==> src/rtl/rocketcpu_gpio_arbiter.sv <==
// ----------------------------------------------------------------------------
// rocketcpu_gpio_arbiter
//
// Shares the single-port GPIO Wishbone slave between two masters
// (m0 = CPU data bus, m1 = secondary master). Round-robin arbitration with
// one access in flight. The GPIO slave has no ack, so the ack comes from here.
//
// Every access runs IDLE -> ACCESS -> ACK -> IDLE:
//   cycle t0 (IDLE)   : request sampled at the closing edge, winner latched
//   cycle t1 (ACCESS) : o_s_cyc=1, slave writes/samples at the closing edge
//   cycle t2 (ACK)    : owner's ack pulses, owner's rdt = i_s_rdt
//
// Parameters
//   RESET_PRIO  master that wins the first simultaneous request after reset
//   LOCK_MAX    locked accesses allowed back-to-back before forced release
//
// Optional feature (compile-time macro ROCKETCPU_GPIO_ARB_LOCK_EN)
//   Bus lock. While the owner asserts its lock input during ACK, the next
//   IDLE considers only that owner's request, up to LOCK_MAX accesses in a
//   row. Without the macro the lock inputs are ignored.
//
// Ports
//   i_wb_clk, i_wb_rst_n        clock, synchronous active-low reset
//   i_mX_cyc/we/dat/lock        master X request, write enable, data, lock
//   o_mX_ack, o_mX_rdt          master X ack pulse, read data (0 when no ack)
//   o_s_cyc/we/dat, i_s_rdt     slave strobe, write enable, data, read data
//   o_grant                     one-hot owner, 00 when idle
//   o_busy                      arbiter not idle
// ----------------------------------------------------------------------------
module rocketcpu_gpio_arbiter #(
    parameter int RESET_PRIO = 0,
    parameter int LOCK_MAX   = 16
) (
    input  logic        i_wb_clk,
    input  logic        i_wb_rst_n,

    input  logic        i_m0_cyc,
    input  logic        i_m0_we,
    input  logic [31:0] i_m0_dat,
    input  logic        i_m0_lock,
    output logic        o_m0_ack,
    output logic [31:0] o_m0_rdt,

    input  logic        i_m1_cyc,
    input  logic        i_m1_we,
    input  logic [31:0] i_m1_dat,
    input  logic        i_m1_lock,
    output logic        o_m1_ack,
    output logic [31:0] o_m1_rdt,

    output logic        o_s_cyc,
    output logic        o_s_we,
    output logic [31:0] o_s_dat,
    input  logic [31:0] i_s_rdt,

    output logic [1:0]  o_grant,
    output logic        o_busy
);

    typedef enum logic [1:0] {
        ST_IDLE   = 2'd0,
        ST_ACCESS = 2'd1,
        ST_ACK    = 2'd2
    } state_t;

    // Request as seen by the slave, latched at grant time.
    typedef struct packed {
        logic        we;
        logic [31:0] dat;
    } s_req_t;

    // The pointer stores who was granted last; the other master wins a tie.
    // Resetting it to the non-preferred master lets RESET_PRIO win first.
    localparam logic RST_LAST_M1 = (RESET_PRIO == 0);

    // 6 bits so the count+1 comparison cannot wrap for any 5-bit count.
    localparam logic [5:0] LOCK_LIMIT = 6'(LOCK_MAX);

    state_t     state_q, state_d;
    logic [1:0] grant_q, grant_d;
    logic       last_m1_q, last_m1_d;
    logic       s_cyc_q, s_cyc_d;
    s_req_t     s_req_q, s_req_d;

    logic [1:0] req_vec;
    logic       win_m1;

`ifdef ROCKETCPU_GPIO_ARB_LOCK_EN
    logic       locked_q, locked_d;
    logic [4:0] lock_cnt_q, lock_cnt_d;
    logic       owner_lock;

    assign owner_lock = grant_q[1] ? i_m1_lock : i_m0_lock;
`else
    logic unused_lock;
    assign unused_lock = ^{i_m0_lock, i_m1_lock, LOCK_LIMIT};
`endif

    // ------------------------------------------------------------------
    // Request qualification and round-robin pick
    // ------------------------------------------------------------------
    always_comb begin
        req_vec = {i_m1_cyc, i_m0_cyc};
`ifdef ROCKETCPU_GPIO_ARB_LOCK_EN
        // While locked the last winner is still the lock owner; the other
        // master's request is masked and simply waits.
        if (locked_q) begin
            req_vec = last_m1_q ? {i_m1_cyc, 1'b0} : {1'b0, i_m0_cyc};
        end
`endif
        // m1 wins when it is alone, or when both ask and m0 went last.
        win_m1 = req_vec[1] & (~req_vec[0] | ~last_m1_q);
    end

    // ------------------------------------------------------------------
    // Next-state / datapath
    // ------------------------------------------------------------------
    always_comb begin
        state_d   = state_q;
        grant_d   = grant_q;
        last_m1_d = last_m1_q;
        s_cyc_d   = 1'b0;
        s_req_d   = s_req_q;
`ifdef ROCKETCPU_GPIO_ARB_LOCK_EN
        locked_d   = locked_q;
        lock_cnt_d = lock_cnt_q;
`endif

        case (state_q)
            ST_IDLE: begin
                if (|req_vec) begin
                    state_d   = ST_ACCESS;
                    grant_d   = win_m1 ? 2'b10 : 2'b01;
                    last_m1_d = win_m1;
                    s_cyc_d   = 1'b1;
                    if (win_m1) begin
                        s_req_d.we  = i_m1_we;
                        s_req_d.dat = i_m1_dat;
                    end else begin
                        s_req_d.we  = i_m0_we;
                        s_req_d.dat = i_m0_dat;
                    end
                end
            end

            // Strobe is high for exactly this one cycle; it drops at the
            // closing edge because s_cyc_d defaults to 0.
            ST_ACCESS: begin
                state_d = ST_ACK;
            end

            ST_ACK: begin
                state_d = ST_IDLE;
                grant_d = 2'b00;
`ifdef ROCKETCPU_GPIO_ARB_LOCK_EN
                // The first locked access already counts, so LOCK_MAX is the
                // length of the whole uninterrupted run. On forced release the
                // pointer still names the owner, so the other master is
                // favoured at the next tie without extra logic.
                if (owner_lock) begin
                    if (({1'b0, lock_cnt_q} + 6'd1) >= LOCK_LIMIT) begin
                        locked_d   = 1'b0;
                        lock_cnt_d = 5'd0;
                    end else begin
                        locked_d   = 1'b1;
                        lock_cnt_d = lock_cnt_q + 5'd1;
                    end
                end else begin
                    locked_d   = 1'b0;
                    lock_cnt_d = 5'd0;
                end
`endif
            end

            default: begin
                state_d = ST_IDLE;
                grant_d = 2'b00;
            end
        endcase
    end

    // ------------------------------------------------------------------
    // State registers
    // ------------------------------------------------------------------
    always_ff @(posedge i_wb_clk) begin
        if (!i_wb_rst_n) begin
            state_q   <= ST_IDLE;
            grant_q   <= 2'b00;
            last_m1_q <= RST_LAST_M1;
            s_cyc_q   <= 1'b0;
            s_req_q   <= '0;
        end else begin
            state_q   <= state_d;
            grant_q   <= grant_d;
            last_m1_q <= last_m1_d;
            s_cyc_q   <= s_cyc_d;
            s_req_q   <= s_req_d;
        end
    end

`ifdef ROCKETCPU_GPIO_ARB_LOCK_EN
    always_ff @(posedge i_wb_clk) begin
        if (!i_wb_rst_n) begin
            locked_q   <= 1'b0;
            lock_cnt_q <= 5'd0;
        end else begin
            locked_q   <= locked_d;
            lock_cnt_q <= lock_cnt_d;
        end
    end
`endif

    // ------------------------------------------------------------------
    // Outputs
    // ------------------------------------------------------------------
    // Acks decode registered state only, so at most one can be high and a
    // reset edge removes them immediately.
    assign o_m0_ack = (state_q == ST_ACK) & grant_q[0];
    assign o_m1_ack = (state_q == ST_ACK) & grant_q[1];

    // Slave data is already registered inside the slave; pass it through
    // only to the master being acked.
    assign o_m0_rdt = o_m0_ack ? i_s_rdt : 32'd0;
    assign o_m1_rdt = o_m1_ack ? i_s_rdt : 32'd0;

    assign o_s_cyc = s_cyc_q;
    assign o_s_we  = s_req_q.we;
    assign o_s_dat = s_req_q.dat;
    assign o_grant = grant_q;
    assign o_busy  = (state_q != ST_IDLE);

endmodule
==> config.mk <==
export PLATFORM = sky130hd
export DESIGN_NAME = rocketcpu_gpio_arbiter
export DESIGN_NICKNAME = d
export VERILOG_FILES = /design/src/rtl/rocketcpu_gpio_arbiter.sv
export SDC_FILE = /design/constraint.sdc
export NUM_CORES = 1
export LEC_CHECK = 0
export BUFFER_PORTS_ARGS = -buffer_cell sky130_fd_sc_hd__buf_2
export CAP_MARGIN = 15
export CORE_ASPECT_RATIO = 0.7
export CORE_MARGIN = 2
export CORE_UTILIZATION = 40
export CTS_CLUSTER_DIAMETER = 40
export CTS_CLUSTER_SIZE = 20
export DETAILED_ROUTE_END_ITERATION = 10
export PLACE_DENSITY = 0.92
export SYNTH_ARGS = -nofsm -noshare
export SYNTH_HDL_FRONTEND = slang
export SYNTH_SLANG_ARGS = --single-unit
==> constraint.sdc <==
create_clock -name i_wb_clk -period 3.5 [get_ports i_wb_clk]
set_clock_uncertainty 0.1 [all_clocks]
set_input_delay 0.35 -clock i_wb_clk [delete_from_list [all_inputs] [get_ports i_wb_clk]]
set_output_delay 0.35 -clock i_wb_clk [all_outputs]
set_load 0.05 [all_outputs]
==> flow_metrics.py <==
metrics = {
    "placed_design": {
        "place_area_um2": 3180,
        "io_buffers": 204,
        "dp_hpwl_mm": 6.91,
        "gp_congestion": 0.860,
    },
    "run": {
        "drv_cap": 0,
    },
    "clocking": {
        "postCtsHoldBufs": 0,
        "worstSkewPairLatency_ns": 0.28,
        "clockBufferDepth": 2,
        "cts_root_buffer": "clkbuf_8",
        "postCtsSetupRepairBufs": 0,
        "clock_sinks": 39,
        "cts_tree": "done",
        "cts_buffers": 5,
        "cts_max_level": 2,
        "clk_pin_slew_ns": 0.07,
        "cts-resized-gates": 0,
    },
    "yosys": {
        "ys_warn_count": 0,
        "syn_area_per_cell_um2": 7.52,
        "synth-adder-area-share_pct": 0,
        "synth_mux_area_share_pct": 0,
        "syn_inst": 288,
        "ys_types": 23,
        "yosysSeqAreaShare_pct": 36.0,
        "synth_top_family_by_area": "simple AND/OR/NAND/NOR gates",
        "synthSimpleGateAreaFrac_pct": 38.1,
        "synth-xor-area-share_pct": 0,
        "syn-cell-area_um2": 2170,
        "synth_compound_area_share_pct": 18.7,
        "syn-num-nets": 392,
        "ys_seq_elements": 39,
    },
    "setup_path": {
        "r2r_setup_slack_ns": 1.51,
        "r2r_start": "state_q[0]$_SDFFE_PN0P_",
        "critPathKind": "flip-flop to output port",
        "crit_path_start": "state_q[1]$_SDFFE_PN0P_",
        "crit_fanout": 33,
        "endpoint_kind": "output port",
        "crit_required_ns": 3.05,
        "reg2regPathDepth": 4,
        "reg2reg_to": "o_s_dat[11]$_SDFFE_PN0P_",
        "worstSetupStartpointType": "flip-flop",
        "cp.arrival_ns": 2.09,
    },
    "detailed_routing": {
        "wl_mm": 9.22,
        "vias": 2951,
        "post_drt_wl_per_cell_um": 16.8,
        "ant_nets": 0,
        "drtIter0Drc": 207,
        "vias_per_cell": 5.38,
        "drc_errors": 0,
        "drt_first_pass_iters": 4,
    },
    "floorplanning": {
        "rows": 22,
        "floorplan.initialDensity_pct": 41.4,
        "dieArea_um2": 6030,
        "ios": 207,
        "die_y_um": 65.6,
        "die_w_um": 92.0,
        "core_um2": 5230,
    },
    "final_layout": {
        "post-route-util_pct": 62.7,
        "fin_area_um2": 3280,
        "fill_cells": 503,
        "syn_to_final_growth_pct": 51.4,
        "drive_above_1_share_pct": 46.1,
        "layout.nets": 580,
        "antennaDiodeCount": 0,
    },
    "pwr": {
        "clockPowerShare_pct": 23.4,
        "netSwitchingFraction_pct": 39.1,
        "p_int_w": 0.000748,
        "p_leak_nw": 1.74,
        "p_sw_w": 0.000481,
        "power_density_nw_per_um2": 375,
        "pwr-share-comb_pct": 35.3,
        "seqPwrFrac_pct": 41.3,
        "irDropWorstVdd_mv": 0.238,
    },
    "global_route": {
        "grt_max_degree": 36,
        "globalRouteOverflowTotal": 0,
        "grt_pass1_vias": 2641,
        "antenna_found_initial": 0,
        "grt_pass1_wl_mm": 13.4,
        "grt_util_all_layers_pct": 28.7,
    },
    "hold_path": {
        "min-delay-start": "i_wb_rst_n",
        "worstHoldEndpoint": "last_m1_q$_SDFFE_PN1P_",
        "hold_path.class": "input port to flip-flop",
        "min_path_cells": 2,
    },
    "timing": {
        "fmax_mhz": 394,
        "min_period_ns": 2.54,
        "relSlewSlack_pct": 36.0,
        "finalSetupTns_ns": 0,
        "hold_viol_final": 0,
        "fin_worst_hold_slack_ns": 0.191,
        "finalMaxSlewViolations": 0,
        "setup_violations": 0,
        "rsz0062_at_grt": "false",
        "tightest_slew_ns": 0.954,
        "period_share_pct": 72.5,
    },
    "outcome": {
        "status": "finished, final reports clean",
    },
}
-- metal layers --
metal | global-route usage [%] | wire (um) | vias up
met2 | 47.6 | 4270 | 164
met4 | 7.46 | 153 | 0
met1 | 37.4 | 3740 | 1379
li1 | - | - | 1392
met3 | 7.45 | 1060 | 16
met5 | 0 | 0 | -
-- worst max-delay path, cell delays in order (launching register included) --
cell and delay (ns):
dfxtp_1 0.50, and3_1 0.79, and2_1 0.24, buf_2 0.28
-- Yosys cell counts --
library cell	n	area share [%]
o21ai_1	5	1.2
and2_1	64	18
or2_1	1	0.29
nor3b_2	1	0.58
buf_4	1	0.35
and3_1	2	0.58
o311ai_1	1	0.40
nor2_1	2	0.35
nand3_1	68	16
o21ai_0	31	7.2
nor3_1	2	0.46
inv_1	2	0.35
buf_6	2	1.0
nor3b_4	1	0.87
inv_2	1	0.17
clkbuf_1	16	2.8
buf_2	10	2.3
nand2b_1	2	0.58
a31oi_1	33	9.5
nand2_1	1	0.17
clkinv_1	1	0.17
dfxtp_1	39	36
a21oi_1	2	0.46
-- logic make-up (layout without fill, tap and decap cells) --
kind of cell,count (synthesis),in the layout
AND/OR/NAND/NOR,144,144
flip-flops,39,39
buffers and inverters,33,222
AO/OA/AOI/OAI,72,72
-- cells in the final DEF, fill, tap and decap left out, types with 2 or more instances in the layout --
cell type,count
o21ai_1,5
nand2b_1,2
nor3b_4,2
inv_1,2
a21oi_1,2
clkbuf_1,2
buf_4,5
clkbuf_8,5
and3_1,2
a31oi_1,33
buf_2,204
and2_1,64
nor3_1,2
dfxtp_1,39
o21ai_0,31
nand3_1,68
-- area by class of cell --
class	count	area (um^2)	area share (%)
Multi-Input combinational cell	216	1240	37.8
Timing Repair Buffer	210	1070	32.7
Sequential cell	39	781	23.8
Tap cell	72	90.1	2.75
Clock buffer	7	76.3	2.33
Inverter	4	15.0	0.458
Clock inverter	1	5.00	0.153
-- registers in the layout (all words and copies together) (netlist names) --
signal and count:
last_m1_q 1, o_grant 2, o_s_cyc 1, o_s_dat 32, o_s_we 1, state_q 2
-- power groups by stage --
| stage | Combinational, W | Sequential [W] | Clock [W] |
|---|---|---|---|
| after floorplan | 0.000158 | 0.000646 | 0 |
| after global placement | 0.000419 | 0.000514 | 0 |
| after detailed placement | 0.000427 | 0.000516 | 0 |
| after CTS | 0.000428 | 0.000507 | 0.000297 |
| after global routing | 0.000459 | 0.000513 | 0.000319 |
| final | 0.000434 | 0.000508 | 0.000287 |
-- stage by stage --
step / instances / power (W) / setup slack (ns)
after floorplan: 288 / 0.000804 / 1.33
after global placement: 540 / 0.000933 / 1.35
after detailed placement: 540 / 0.000944 / 1.29
after CTS: 548 / 0.00123 / 0.962
after global routing: 549 / 0.00129 / 0.817
final: 549 / 0.00123 / 0.963
-- how the worst max path moves through the flow --
stage	to	slack [ns]	depth (start not counted)
after floorplan	o_m0_rdt[22]	1.33	3
after global placement	o_m1_rdt[14]	1.35	3
after detailed placement	o_m1_rdt[11]	1.29	3
after CTS	o_m1_rdt[11]	0.96	3
after global routing	o_m1_rdt[11]	0.82	3
final	o_m1_rdt[9]	0.96	3
Note: power is estimated with default switching activity, not from simulation.
